<file path="config.mk">
export PLATFORM = sky130hd
export DESIGN_NAME = sm_seq_mon
export DESIGN_NICKNAME = d
export VERILOG_FILES = /design/src/rtl/sm_seq_pkg.sv /design/src/rtl/sm_tmo_cnt.sv /design/src/rtl/sm_seq_mon.sv
export SDC_FILE = /design/constraint.sdc
export NUM_CORES = 1
export LEC_CHECK = 0
export BUFFER_PORTS_ARGS = -buffer_cell sky130_fd_sc_hd__buf_2
export CAP_MARGIN = 20
export CORE_MARGIN = 1.5
export CORE_UTILIZATION = 35
export CTS_BUF_LIST = sky130_fd_sc_hd__clkbuf_8
export DETAILED_ROUTE_END_ITERATION = 10
export GPL_TIMING_DRIVEN = 0
export PLACE_DENSITY = 0.56
export SYNTH_ARGS = -nofsm -noshare
export SYNTH_HDL_FRONTEND = slang
export SYNTH_SLANG_ARGS = --single-unit
</file>
<file path="constraint.sdc">
create_clock -name clk -period 2.95 [get_ports clk]
set_input_delay 0.1475 -clock clk [delete_from_list [all_inputs] [get_ports clk]]
set_output_delay 0.1475 -clock clk [all_outputs]
set_load 0.02 [all_outputs]
</file>
<file path="src/rtl/sm_seq_pkg.sv">
// Shared state encoding for the sequence monitor.
package sm_seq_pkg;

  // One-hot with an all-zero idle state.
  typedef enum logic [2:0] {
    StIdle  = 3'b000,
    StRun   = 3'b001,
    StDone  = 3'b010,
    StError = 3'b100
  } state_e;

endpackage

</file>
<file path="src/rtl/sm_tmo_cnt.sv">
// Inactivity counter: expire fires when the incremented count would reach a nonzero limit.
module sm_tmo_cnt #(
  parameter int unsigned TMO_W = 8
) (
  input  logic             clk,
  input  logic             rst,
  input  logic             clr,
  input  logic             en,
  input  logic [TMO_W-1:0] limit,
  output logic             expire
);

  logic [TMO_W-1:0] cnt_q, cnt_d, cnt_inc;

  assign cnt_inc = cnt_q + TMO_W'(1);
  assign expire  = en && (limit != '0) && (cnt_inc == limit);

  always_comb begin
    cnt_d = cnt_q;
    if (clr) begin
      cnt_d = '0;
    end else if (en) begin
      cnt_d = cnt_inc;
    end
  end

  always_ff @(posedge clk or posedge rst) begin
    if (rst) begin
      cnt_q <= '0;
    end else begin
      cnt_q <= cnt_d;
    end
  end

endmodule

</file>
<file path="src/rtl/sm_seq_mon.sv">
// Monitors a valid-qualified symbol stream against a DEPTH-step pattern, with repeat
// tolerance, inactivity timeout and a saturating error counter.
module sm_seq_mon
  import sm_seq_pkg::*;
#(
  parameter int unsigned W      = 2,
  parameter int unsigned DEPTH  = 3,
  parameter int unsigned TMO_W  = 8,
  parameter int unsigned ECNT_W = 4
) (
  input  logic                         clk,
  input  logic                         rst,
  input  logic [W-1:0]                 i,
  input  logic                         i_vld,
  input  logic [DEPTH*W-1:0]           seq_pat,
  input  logic [TMO_W-1:0]             tmo_limit,
  input  logic                         err_clr,
  output logic [$clog2(DEPTH+1)-1:0]   step,
  output logic                         busy,
  output logic                         done,
  output logic                         err,
  output logic                         tmo,
  output logic [ECNT_W-1:0]            err_cnt
);

  localparam int unsigned SW = $clog2(DEPTH + 1);
  localparam logic [SW-1:0] LastStep = SW'(DEPTH - 1);
  localparam logic [SW-1:0] DoneStep = SW'(DEPTH);

  state_e            state_q, state_d;
  logic [SW-1:0]     step_q, step_d;
  logic              tmo_q, tmo_d;
  logic [ECNT_W-1:0] err_cnt_q, err_cnt_d;
  logic              busy_q, done_q, err_q;
  logic              adv, expire;

  // Pattern padded to a power-of-two table so any step index is in range.
  logic [W-1:0] sym [2**SW];
  for (genvar k = 0; k < 2**SW; k++) begin : g_sym
    if (k < DEPTH) begin : g_pat
      assign sym[k] = seq_pat[k*W +: W];
    end else begin : g_pad
      assign sym[k] = '0;
    end
  end

  sm_tmo_cnt #(
    .TMO_W (TMO_W)
  ) u_tmo_cnt (
    .clk    (clk),
    .rst    (rst),
    .clr    ((state_q != StRun) || adv),
    .en     (state_q == StRun),
    .limit  (tmo_limit),
    .expire (expire)
  );

  always_comb begin
    state_d = state_q;
    step_d  = step_q;
    tmo_d   = tmo_q;
    adv     = 1'b0;
    unique case (state_q)
      StIdle: begin
        if (i_vld && (i == sym[0])) begin
          state_d = StRun;
          step_d  = SW'(1);
        end else if (i_vld) begin
          state_d = StError;
          tmo_d   = 1'b0;
        end
      end
      StRun: begin
        // Advance is checked first so an equal previous symbol never holds.
        if (i_vld && (i == sym[step_q])) begin
          adv = 1'b1;
          if (step_q == LastStep) begin
            state_d = StDone;
            step_d  = DoneStep;
          end else begin
            step_d = step_q + SW'(1);
          end
        end else if (i_vld && (i != sym[step_q - SW'(1)])) begin
          state_d = StError;
          step_d  = '0;
          tmo_d   = 1'b0;
        end else if (expire) begin
          state_d = StError;
          step_d  = '0;
          tmo_d   = 1'b1;
        end
      end
      StDone: begin
        state_d = StIdle;
        step_d  = '0;
      end
      StError: begin
        if (err_clr) begin
          state_d = StIdle;
          tmo_d   = 1'b0;
        end
      end
      default: begin
        state_d = StIdle;
        step_d  = '0;
        tmo_d   = 1'b0;
      end
    endcase

    err_cnt_d = err_cnt_q;
    if ((state_d == StError) && (state_q != StError) && (err_cnt_q != '1)) begin
      err_cnt_d = err_cnt_q + ECNT_W'(1);
    end
  end

  always_ff @(posedge clk or posedge rst) begin
    if (rst) begin
      state_q   <= StIdle;
      step_q    <= '0;
      tmo_q     <= 1'b0;
      err_cnt_q <= '0;
      busy_q    <= 1'b0;
      done_q    <= 1'b0;
      err_q     <= 1'b0;
    end else begin
      state_q   <= state_d;
      step_q    <= step_d;
      tmo_q     <= tmo_d;
      err_cnt_q <= err_cnt_d;
      busy_q    <= (state_d == StRun);
      done_q    <= (state_d == StDone);
      err_q     <= (state_d == StError);
    end
  end

  assign step    = step_q;
  assign busy    = busy_q;
  assign done    = done_q;
  assign err     = err_q;
  assign tmo     = tmo_q;
  assign err_cnt = err_cnt_q;

endmodule

</file>
==> reports/results.txt <==
status = complete, no violations
Via Count = 1,099
fmax = 365 MHz
Routed Antenna Nets = 0
Slew headroom = 0.465
Synth Flop Type = dfrtp_1
mean post-synth cell area = 9.88 um^2
Total GRT Usage = 0.147
Setup TNS = 0 ns
Fillers = 386
Core Area = 3720 um^2
CP Class = flip-flop to flip-flop
die width = 65.9 um
post-route clock period utilization = 0.930
# H-tree levels = 1
hold-fix buffers at CTS = 0
initial antenna violation count = 0
hpwl dp = 2180 um
initial core utilization = 0.372
Layout Skew = 0.00315 ns
cell with the largest stage delay on the worst path = ha_2
crit path to = err_cnt[1]
FF/Latch Area = 526 um^2
via/cell ratio = 5.00
most used cell, CP = mux2_1
fraction of the mapped netlist area in compound gates = 0.147
fraction of layout cells with a size suffix above 1 = 0.273
Max-Cap Viols = 0
PwrDens = 674 nW/um^2
Area after DPL = 1580 um^2
simple-gate portion of the synthesized area = 0.224
main combinational cell family by area after synthesis = simple AND/OR/NAND/NOR gates
final hold viol count = 0
sequential area share after synthesis = 0.380
reg2reg end = err_cnt[1]
number of synthesized register bits = 21
Peak VDD IR = 0.183 mV
Worst Path Buf+Inv = 2
commonest non-fill, non-tap cell in the layout = buf_2
Top Ports = 30
clock tree buffer depth = 2
clk sinks = 21
CP max stage delay = 0.39 ns
CTS Root Cell = clkbuf_8
Worst EP arrival = 2.89 ns
Reg clk slew, reported paths = 0.08 ns
unrepaired setup endpoints after global routing = false
clk_lat worst skew = 0.26 ns
Net Count, Synth = 163
R2R cell count = 10
GPL Wtd Cong = 0.833
post-synthesis adder-cell area fraction = 0.0271
# rows = 22
Detailed Routing Iterations Pass 1 = 4
PortBufs = 28
area of the multi-input gates = 843 um^2
WP depth = 10
final setup vio count = 0
r2r setup slk = 0.21 ns
highest net fanout along the worst path = 9
Hold Path Class = primary input to asynchronous set/reset pin
post-synthesis xor/xnor area fraction = 0.132
commonest cells after routing, fill and taps aside = buf_2, dfrtp_1, nand2_1
Area Growth Syn to Fin = 18.8%
count of pins over their slew limit = 0
CP Capture Type = flip-flop
cts repair resizes = 0
GR Overflow Total = 0
Leak Pwr = 0.727 nW
Setup Buffers After CTS = 0
Final nets = 196
synthesized area = 1380 um^2
CP Data Required Time = 3.09 ns
post-route cell area = 1640 um^2
critical-path cell list = buf_2 > inv_1 > ha_2 > mux2_1 > a22oi_1 > xnor2_1 > o21ai_1 > a2bb2oi_4 > a21oi_2 > mux2_1
FFs w/ async S/R, synth = 1.00
routed len/inst = 12.8 um
final WL = 2820 um
CTS tree = done
CP startpoint kind = flip-flop
die footprint = 4340 um^2
drt drc = 0
delay-heaviest family, CP = compound AO/OA/AOI/OAI gates
height of the die = 65.9 um
number of synthesized flops with an enable pin = 0
min cycle time layout = 2.74 ns
cell count after synthesis = 140
reg2reg start = step[0]
Initial DRC Count = 44
first-pass GRT wire length = 4970 um
post-synthesis cell type count = 47
start point of the critical path = step[0]
largest net degree at the start of global routing = 22
worst-margin pin slew = 0.802 ns
cts bufs inserted = 3
vias in the first global route = 1,128
Yosys warnings = 0
ANT cells = 0
multiplexer share of the synthesized area = 0.0687
## registers in the layout, summed over array words and instances (netlist names)
name	flops
err	1
step	2
tmo	1
err_cnt	4
busy	1
done	1
state_q	3
u_tmo_cnt.cnt_q	8
## worst reg2reg max path, stage by stage, from the launching register on
cell and delay (ns):
dfrtp_1 0.34, buf_2 0.20, inv_1 0.10, ha_2 0.39
mux2_1 0.33, a22oi_1 0.21, xnor2_1 0.18, o21ai_1 0.14
a2bb2oi_4 0.22, a21oi_2 0.20, mux2_1 0.34
## power breakdown
| group | total [mW] | switching [mW] | internal [mW] |
|---|---|---|---|
| clock | 0.189 | 0.0951 | 0.0940 |
| sequential | 0.405 | 0.0603 | 0.345 |
| combinational | 0.514 | 0.283 | 0.231 |
## cells in the mapped netlist (2+ instances only)
library cell / number / share of area
nor2_1: 11 / 0.030
mux2_1: 4 / 0.033
xnor2_1: 11 / 0.070
nor3b_1: 3 / 0.016
o21ai_1: 3 / 0.011
nand3_1: 5 / 0.018
a21oi_1: 3 / 0.011
mux2i_1: 5 / 0.036
and3_2: 2 / 0.011
and2_1: 2 / 0.0090
a22oi_1: 2 / 0.011
nor2b_1: 3 / 0.014
inv_1: 3 / 0.0081
buf_2: 2 / 0.0072
o21ai_0: 4 / 0.014
clkbuf_1: 2 / 0.0054
a22o_1: 2 / 0.013
ha_1: 3 / 0.027
xor2_1: 8 / 0.051
nand2b_1: 3 / 0.014
nand2_1: 13 / 0.035
dfrtp_1: 21 / 0.38
## layer usage
layer / vias to the layer above / GRT usage / part of all wire
met2: 19 / 0.254 / 0.47
li1: 563 / - / -
met5: - / 0 / 0
met3: 2 / 0.0204 / 0.032
met1: 515 / 0.186 / 0.49
met4: 0 / 0.0547 / 0.0075
## logic make-up after synthesis
family	Yosys count
compound gates	27
xor+xnor	20
fa+ha+maj	3
buf+inv	7
flops	21
mux	9
simple gates	53
## worst min-delay path by stage
stage | cells after the start | start | endpoint | slack [ns]
CTS | 2 | rst | u_tmo_cnt.cnt_q[3] | 0.06
floorplan | 1 | rst | busy | 0.12
detailed placement | 2 | rst | u_tmo_cnt.cnt_q[7] | 0.34
finish | 2 | rst | u_tmo_cnt.cnt_q[7] | 0.03
global route | 2 | rst | u_tmo_cnt.cnt_q[4] | 0.09
global placement | 2 | rst | err | 0.35
## through the flow
stage          hold WS [ns]  std cells  setup slack [ns]  total power, mW   util
6_report             0.0297        220             0.207             1.11  0.442
5_1_grt              0.0859        220           0.00143             1.20  0.442
4_1_cts              0.0590        220             0.143             1.11  0.439
3_5_place_dp          0.344        216             0.174            0.917  0.426
3_3_place_gp          0.346        216             0.222            0.901  0.426
2_1_floorplan         0.124        140             0.320            0.779      -
## cell type report
class,count,share of cell area
Multi-Input combinational cell,112,0.513
Sequential cell,21,0.320
Timing Repair Buffer,28,0.0852
Tap cell,48,0.0365
Clock buffer,3,0.0251
Buffer,4,0.0107
Inverter,3,0.00685
Clock inverter,1,0.00304
Note: power is estimated with default switching activity, not from simulation.
